==> src/rtl/param_serializer.sv <==
// param_serializer: parallel-to-serial shifter for the UART TX path.
// One-word holding buffer (HOLD) feeds the shift register so words stream
// back-to-back. Ser_Enable advances one bit. Width and bit order are parametrised.
// Optional feature macro: SER_PARITY_EN adds a parity bit after the data bits
// and the Par_Type port (0 even, 1 odd).
`timescale 1ns/1ps

module param_serializer #(
  parameter int DATA_WIDTH = 8,
  parameter bit LSB_FIRST  = 1'b1,
  parameter bit IDLE_LEVEL = 1'b1
) (
  input  logic                  CLK,
  input  logic                  RST,
  input  logic [DATA_WIDTH-1:0] P_Data,
  input  logic                  Data_Valid,
  output logic                  Ready,
  input  logic                  Ser_Enable,
  output logic                  Ser_Data,
  output logic                  Ser_Done,
  output logic                  Busy
`ifdef SER_PARITY_EN
  ,
  input  logic                  Par_Type
`endif
);

  localparam int CNT_W = $clog2(DATA_WIDTH);
  localparam logic [CNT_W-1:0] LAST = CNT_W'(DATA_WIDTH - 1);

  typedef enum logic [1:0] {
    ST_IDLE   = 2'd0,
    ST_SHIFT  = 2'd1,
    ST_PARITY = 2'd2
  } state_t;

  // Bit that goes on the line first when a word is loaded.
  function automatic logic first_bit(input logic [DATA_WIDTH-1:0] w);
    return LSB_FIRST ? w[0] : w[DATA_WIDTH-1];
  endfunction

  // Bit that becomes current after the word is advanced by one position.
  function automatic logic next_bit(input logic [DATA_WIDTH-1:0] w);
    return LSB_FIRST ? w[1] : w[DATA_WIDTH-2];
  endfunction

  // Advance the word one position toward the output end.
  function automatic logic [DATA_WIDTH-1:0] shift_word(input logic [DATA_WIDTH-1:0] w);
    return LSB_FIRST ? (w >> 1) : (w << 1);
  endfunction

  // Stage 0: holding buffer
  logic [DATA_WIDTH-1:0] hold_p0;
  logic                  vld_p0;

  // Stage 1: shift register and bit counter
  logic [DATA_WIDTH-1:0] shreg_p1;
  logic [CNT_W-1:0]      cnt_p1;
  state_t                state_p1;
`ifdef SER_PARITY_EN
  logic                  par_p1;
  logic                  to_parity;
`endif

  logic load;
  logic word_end;
  logic shift_step;

  assign Ready = ~vld_p0;

  // Decode what the current strobe does and whether HOLD moves into the shifter.
  always_comb begin
    shift_step = 1'b0;
    word_end   = 1'b0;
`ifdef SER_PARITY_EN
    to_parity  = 1'b0;
`endif
    if (Ser_Enable) begin
      case (state_p1)
        ST_SHIFT: begin
          if (cnt_p1 != LAST) shift_step = 1'b1;
`ifdef SER_PARITY_EN
          else to_parity = 1'b1;
`else
          else word_end = 1'b1;
`endif
        end
        ST_PARITY: word_end = 1'b1;
        default: ;
      endcase
    end
    // A finished word is replaced on the same edge when HOLD has one waiting.
    load = vld_p0 && ((state_p1 == ST_IDLE) || word_end);
  end

  // Holding buffer: capture on handshake, release when the shifter takes it.
  always_ff @(posedge CLK or negedge RST) begin
    if (!RST) begin
      hold_p0 <= '0;
      vld_p0  <= 1'b0;
    end else if (Data_Valid && Ready) begin
      hold_p0 <= P_Data;
      vld_p0  <= 1'b1;
    end else if (load) begin
      vld_p0  <= 1'b0;
    end
  end

  // Shift FSM with registered Ser_Data/Ser_Done/Busy.
  always_ff @(posedge CLK or negedge RST) begin
    if (!RST) begin
      state_p1 <= ST_IDLE;
      shreg_p1 <= '0;
      cnt_p1   <= '0;
      Ser_Data <= IDLE_LEVEL;
      Ser_Done <= 1'b0;
      Busy     <= 1'b0;
`ifdef SER_PARITY_EN
      par_p1   <= 1'b0;
`endif
    end else begin
      Ser_Done <= word_end;
      if (load) begin
        state_p1 <= ST_SHIFT;
        shreg_p1 <= hold_p0;
        cnt_p1   <= '0;
        Busy     <= 1'b1;
        Ser_Data <= first_bit(hold_p0);
`ifdef SER_PARITY_EN
        par_p1   <= ^hold_p0;
`endif
      end else if (word_end) begin
        state_p1 <= ST_IDLE;
        cnt_p1   <= '0;
        Busy     <= 1'b0;
        Ser_Data <= IDLE_LEVEL;
      end else if (shift_step) begin
        shreg_p1 <= shift_word(shreg_p1);
        cnt_p1   <= cnt_p1 + 1'b1;
        Ser_Data <= next_bit(shreg_p1);
      end
`ifdef SER_PARITY_EN
      else if (to_parity) begin
        state_p1 <= ST_PARITY;
        Ser_Data <= par_p1 ^ Par_Type;
      end
`endif
    end
  end

endmodule

==> config.mk <==
export PLATFORM = sky130hd
export DESIGN_NAME = param_serializer
export DESIGN_NICKNAME = d
export VERILOG_FILES = /design/src/rtl/param_serializer.sv
export SDC_FILE = /design/constraint.sdc
export NUM_CORES = 1
export LEC_CHECK = 0
export ABC_AREA = 1
export CAP_MARGIN = 20
export CORE_MARGIN = 8
export CORE_UTILIZATION = 45
export CTS_BUF_LIST = sky130_fd_sc_hd__clkbuf_8
export DETAILED_ROUTE_END_ITERATION = 16
export GPL_TIMING_DRIVEN = 1
export HOLD_SLACK_MARGIN = 0.06
export PLACE_DENSITY = 0.72
export REMOVE_ABC_BUFFERS = 1
export SETUP_SLACK_MARGIN = 0.2
export SLEW_MARGIN = 15
export SYNTH_ARGS = -nofsm -noshare
export SYNTH_HDL_FRONTEND = slang
export SYNTH_SLANG_ARGS = --single-unit
==> constraint.sdc <==
create_clock -name CLK -period 1.2 [get_ports CLK]
set_input_delay 0.12 -clock CLK [delete_from_list [all_inputs] [get_ports CLK]]
set_output_delay 0.12 -clock CLK [all_outputs]
set_load 0.005 [all_outputs]
==> results of run 1 <==
==> flip-flops by register name (all words and copies together), names as in the netlist <==
signal,count
Busy,1
Ser_Data,1
Ser_Done,1
cnt_p1,3
hold_p0,8
shreg_p1,7
vld_p0,1
==> final cells by class <==
class	count	area (µm²)	area share, %
Tap cell	28	35.0	2.37
Inverter	19	71.3	4.83
Sequential cell	22	553	37.4
Multi-Input combinational cell	75	487	32.9
Timing Repair Buffer	31	277	18.7
Clock buffer	4	55.1	3.73
==> worst paths after layout <==
check / startpoint / endpoint / slack, ns / cells after the start
setup / recovery: cnt_p1[1]$_DFFE_PN0P_ / shreg_p1[5]$_DFFE_PN0P_ / -0.15 / 7
hold / removal: RST / hold_p0[0]$_DFFE_PN0P_ / 0.21 / 2
setup reg to reg: cnt_p1[1]$_DFFE_PN0P_ / shreg_p1[5]$_DFFE_PN0P_ / -0.15 / 7
hold reg to reg: shreg_p1[4]$_DFFE_PN0P_ / shreg_p1[4]$_DFFE_PN0P_ / 0.49 / 2
max in group asynchronous: RST / Ser_Data$_DFFE_PN1P_ / 0.71 / 2
min in group CLK: P_Data[2] / hold_p0[2]$_DFFE_PN0P_ / 0.45 / 3
==> synthesized netlist by cell type <==
master    number
o21ai_0        9
nor2_1         8
nand3_1        7
xor2_1         1
ha_1           2
nor3_1         1
nand3b_1       1
nand3_2        1
nand2_2        3
nand2_1       31
a21oi_1        8
buf_4          1
inv_2          1
inv_1         18
dfrtp_1       21
dfstp_2        1
o21ai_2        1
a21oi_2        1
==> worst max-delay path, stage by stage (launching register included) <==
cell and delay [ns]:
dfrtp_1 0.37, ha_2 0.20, ha_4 0.15, inv_1 0.07
buf_4 0.14, o21ai_4 0.20, nand2_1 0.08, nand2_1 0.08
==> power breakdown <==
| part | switching, µW | internal, µW | leakage [µW] |
|---|---|---|---|
| clock network | 236 | 292 | 0.0000288 |
| registers | 136 | 1040 | 0.000260 |
| logic | 616 | 566 | 0.000429 |
==> per-stage QoR <==
stage,util [%],hold slack (ns),std cells
floorplan,-,-0.176,115
global placement,57.5,0.464,167
detailed placement,57.5,0.472,167
CTS,64.1,0.216,176
global route,68.8,0.238,179
finish,68.8,0.207,179
==> what timing repair did <==
action                     4_1_cts  5_1_grt
resized for setup               33       19
setup buffers                    5        2
hold buffers                     0        0
setup endpoints to repair       20       25
cloned                           0        1
pin swaps                        4       10
==> kinds of logic after synthesis <==
family	share of synthesized area [%]
buf+inv	7.96
flops	55.8
fa+ha+maj	2.53
xor+xnor	0.885
simple gates	22.5
compound gates	10.4
==> per-layer routing <==
| layer | up-vias | track usage, % |
|---|---|---|
| met4 | 0 | 5.98 |
| met5 | - | 0 |
| met3 | 6 | 3.05 |
| met2 | 20 | 19.0 |
| met1 | 378 | 14.0 |
| li1 | 432 | - |
==> summary.md, run 1 <==
• run status: finished with violations
• violated checks: setup timing
• top post-synthesis cells by area: dfrtp_1 53%, nand2_1 12%, inv_1 6.8%
• final routed DRC violation total: 0
• TritonCTS clock tree: built
• mapped cell area: 990 µm²
• endpoints failing setup: 12
• total design power: 2890 µW
• Final Worst Setup Slack: -0.146 ns
• warnings from Yosys: 0
• number of antenna violations at the first check in global routing: 0
• maximum number of pins on one net before global-route repair: 23
• I/O Pins: 16
• flop and latch count out of synthesis: 22
• number of global-route vias before repair: 862
• syn avg cell area: 8.53 µm²
• metal2 WL: 1120 µm
• Bufs on Longest Clock Path: 2
• Highest Signal Layer: met4
• worst-skew pair later-pin latency: 0.26 ns
• timing-limited maximum frequency: 0.743 GHz
• Tightest Hold Check Type: in -> async
• CORE AREA: 2150 µm²
• Detailed Place HPWL: 1450 µm
• placement-stage cell area: 1230 µm²
• initial DRC count: 10
• Seq/Total Area, Yosys: 55.8%
• width of the die: 62.9 µm
• Wirelength per Cell: 12.9 µm
• Routed met3 length: 83 µm
• maximum vdd drop: 0.00120 V
• kind of end point of the critical path: register
• Power per Cell Area: 1960 nW/µm²
• starting utilization of the core area: 46.1%
• Critical Setup Path Class: reg -> reg
• antenna-violating nets left: 0
• Relative slew margins: 72.2%
• Final Hold Viols: 0
• number of clock sinks: 22
• unrepaired setup endpoints after global routing: yes
• number of max-cap violations: 0
• number of rows created at floorplan: 17
• post-route design area: 1480 µm²
• floorplan die height: 62.9 µm
• Yosys top cell area share: 53.1%
• Final GP Congestion: 0.896
• CP arrival: 1.55 ns
• number of iterations in the first detailed-routing pass: 3
• number of H-tree levels: 1
• routed via count: 836
• Port-buffer cells: 15
• most frequent standard cell in the layout excluding fill and tap cells: nand2_1
• startpoint kind of the worst setup timing path: register
• number of fill cells in the layout: 170
• post-route met1 wirelength: 1060 µm
• post-placement setup slack: -0.271 ns
• root cell of the clock tree: clkbuf_8
• total global-route track usage: 11.8%
• final number of max-transition violations: 0
• remaining global-route overflow: 0
• area leader, netlist: dfrtp_1
• vias per std cell: 4.67
• Inserted Clock Buffers: 3
• fraction of layout instances using a drive strength above 1: 32.5%
• shortest clock period the worst path allows after layout: 1.35 ns
• total negative setup slack: -1.30 ns
• slew at the pin closest to its max-slew limit: 0.415 ns
• floorplan die area: 3960 µm²
• clock-pin slew reported for the worst setup and hold paths after clock tree synthesis: 0.08 ns
• maximum fanout count along the critical path: 7
• post-route clock skew: 0.00174 ns
• Final Net Count: 166
• post-synthesis cell type count: 18
• Cells after Synth: 116
• total wirelength of the detailed-routed design: 2300 µm
• post-route clock period utilization: 112%
• critical path data required time: 1.40 ns
• commonest cells after routing, fill and taps aside: 29 x nand2_1, 20 x dfrtp_1, 18 x inv_1
• area delta synth->final: 49.3%
• antenna cells: 0
• wire length of the first global-routing pass: 3880 µm
• reported leakage power: 0.000717 µW
(Power assumes the default switching activity.)
==> run 2, diff against run 1 <==
CORE_UTILIZATION = 49   (was 45)
PLACE_DENSITY = 0.77   (was 0.72)
==> summary.md, run 2 (synthesis gave the netlist of run 1 again) <==
• post-route clock period utilization: 119%, was 112%
• Inserted Clock Buffers: 3, unchanged
• Power per Cell Area: 2090 nW/µm², was 1960 nW/µm²
• reported leakage power: 0.000777 µW, was 0.000717 µW
• Port-buffer cells: 15, unchanged
• critical path data required time: 1.41 ns, was 1.40 ns
• Relative slew margins: 60.5%, was 72.2%
• Wirelength per Cell: 17.4 µm, was 12.9 µm
• floorplan die area: 3710 µm², was 3960 µm²
• starting utilization of the core area: 51.0%, was 46.1%
• maximum number of pins on one net before global-route repair: 13, was 23
• total wirelength of the detailed-routed design: 3230 µm, was 2300 µm
• commonest cells after routing, fill and taps aside: 28 x nand2_1, 20 x dfrtp_1, 17 x inv_1, 17 x buf_4, 10 x clkdlybuf4s50_1, was 29 x nand2_1, 20 x dfrtp_1, 18 x inv_1
• routed via count: 990, was 836
• number of max-cap violations: 0, unchanged
• Final Hold Viols: 0, unchanged
• post-placement setup slack: -0.278 ns, was -0.271 ns
• number of global-route vias before repair: 933, was 862
• clock-pin slew reported for the worst setup and hold paths after clock tree synthesis: 0.08 ns, about the same
• number of H-tree levels: 1, unchanged
• Detailed Place HPWL: 1490 µm, was 1450 µm
• unrepaired setup endpoints after global routing: yes, unchanged
• CP arrival: 1.64 ns, was 1.55 ns
• antenna-violating nets left: 0, unchanged
• kind of end point of the critical path: register, unchanged
• Critical Setup Path Class: reg -> reg, unchanged
• area delta synth->final: 67.4%, was 49.3%
• hold buffer count at CTS: 0, unchanged
• timing-limited maximum frequency: 0.699 GHz, was 0.743 GHz
• Bufs on Longest Clock Path: 2, unchanged
• Tightest Hold Check Type: in -> async, unchanged
• Final Worst Setup Slack: -0.231 ns, was -0.146 ns
• width of the die: 60.9 µm, was 62.9 µm
• I/O Pins: 16, unchanged
• number of fill cells in the layout: 99, was 170
• critical-path cell list: ha_4 > ha_4 > nand3_4 > buf_4 > buf_4 > nand3b_1 > nand3_1 > nand2_1, was ha_2 > ha_4 > inv_1 > buf_4 > o21ai_4 > nand2_1 > nand2_1
• tightest hold margin: 0.193 ns, was 0.207 ns
• Final Net Count: 174, was 166
• root cell of the clock tree: clkbuf_8, unchanged
• endpoints failing setup: 12, unchanged
• total design power: 3460 µW, was 2890 µW
• most frequent standard cell in the layout excluding fill and tap cells: nand2_1, unchanged
• largest registers: hold_p0: 8 flops, shreg_p1: 7 flops, cnt_p1: 3 flops, unchanged
• total global-route track usage: 16.5%, was 11.8%
• worst-skew pair later-pin latency: 0.26 ns, about the same
• number of clock sinks: 22, unchanged
• fraction of layout instances using a drive strength above 1: 40.9%, was 32.5%
• TritonCTS clock tree: built, unchanged
• number of antenna violations at the first check in global routing: 0, unchanged
• maximum vdd drop: 0.00144 V, was 0.00120 V
• wire length of the first global-routing pass: 4380 µm, was 3880 µm
• CORE AREA: 1940 µm², was 2150 µm²
• slew at the pin closest to its max-slew limit: 0.593 ns, was 0.415 ns
• antenna cells: 0, unchanged
• register area: 553 µm², unchanged
• number of rows created at floorplan: 16, was 17
• violated checks: setup timing, unchanged
• vias per std cell: 5.32, was 4.67
• Final GP Congestion: 0.855, was 0.896
• initial DRC count: 81, was 10
• floorplan die height: 60.9 µm, was 62.9 µm
• shortest clock period the worst path allows after layout: 1.43 ns, was 1.35 ns
• core utilization of the finished layout: 85.3%, was 68.8%
• register name with the most flops: hold_p0, unchanged
• final number of max-transition violations: 0, unchanged
• maximum fanout count along the critical path: 3, was 7
• startpoint kind of the worst setup timing path: register, unchanged
• final routed DRC violation total: 0, unchanged
• largest stage delay on the critical path: 0.39 ns, was 0.37 ns
• number of iterations in the first detailed-routing pass: 4, was 3
• number of flip-flops in the largest register: 8, unchanged
• remaining global-route overflow: 0, unchanged
• post-route clock skew: 0.00205 ns, was 0.00174 ns
• combined area of the multi-input logic cells: 564 µm², was 487 µm²
• run status: finished with violations, unchanged
• CP max stage cell: dfrtp_1, unchanged
==> run 2: repair_timing <==
item / 4_1_cts / 5_1_grt
setup buffers: 8 / 6
pin swaps: 8 / 24
setup endpoints to repair: 26 / 26
gates cloned: 2 / 0
gates resized for setup: 56 / 14
==> run 2: where the power goes <==
part / switching [µW] / internal, µW
combinational: 857 / 857
clock: 238 / 292
sequential: 170 / 1040
total: 1260 / 2190
==> run 2: final timing paths <==
path                                        from                endpoint  slack (ns)  cells after the start
min in group CLK                       P_Data[6]  hold_p0[6]$_DFFE_PN0P_        0.45                      3
max in group asynchronous                    RST    Ser_Data$_DFFE_PN1P_        0.78                      2
setup / recovery           cnt_p1[1]$_DFFE_PN0P_    Ser_Data$_DFFE_PN1P_       -0.23                      8
setup reg to reg           cnt_p1[1]$_DFFE_PN0P_    Ser_Data$_DFFE_PN1P_       -0.23                      8
hold reg to reg             Ser_Data$_DFFE_PN1P_    Ser_Data$_DFFE_PN1P_        0.50                      2
hold / removal                               RST      vld_p0$_DFFE_PN0P_        0.19                      2
==> run 2: routing by layer <==
metal	track usage, %	vias up	wire length (µm)
met2	26.5	56	1650
met1	19.8	473	1280
li1	-	450	-
met5	0	-	0
met3	3.18	11	220
met4	10.3	0	89
==> run 2: cell type report <==
type / count / area share, %
Tap cell: 27 / 2.04
Inverter: 19 / 4.46
Multi-Input combinational cell: 76 / 34.1
Timing Repair Buffer: 38 / 22.7
Clock buffer: 4 / 3.32
Sequential cell: 22 / 33.4
==> run 2: critical path, delay by kind of cell (launching register included) <==
| family | cells | cell delay (ns) |
|---|---|---|
| adders and majority gates | 2 | 0.31 |
| and+or+nand+nor | 4 | 0.40 |
| DFF | 1 | 0.39 |
| buffers and inverters | 2 | 0.28 |
==> run 2: stage by stage <==
| stage | cell area, µm² | cells | TNS (ns) |
|---|---|---|---|
| after floorplan | 982 | 115 | -0.933 |
| after global routing | 1660 | 186 | -2.60 |
| final | 1660 | 186 | -1.94 |
| after detailed placement | 1230 | 166 | -2.59 |
| after CTS | 1550 | 180 | -1.42 |
| after global placement | 1230 | 166 | -2.13 |
==> run 3, diff against run 2 <==
CAP_MARGIN = 0   (was 20)
==> results of run 3 <==
Final layout, timing and power as in run 2 (identical DEF).
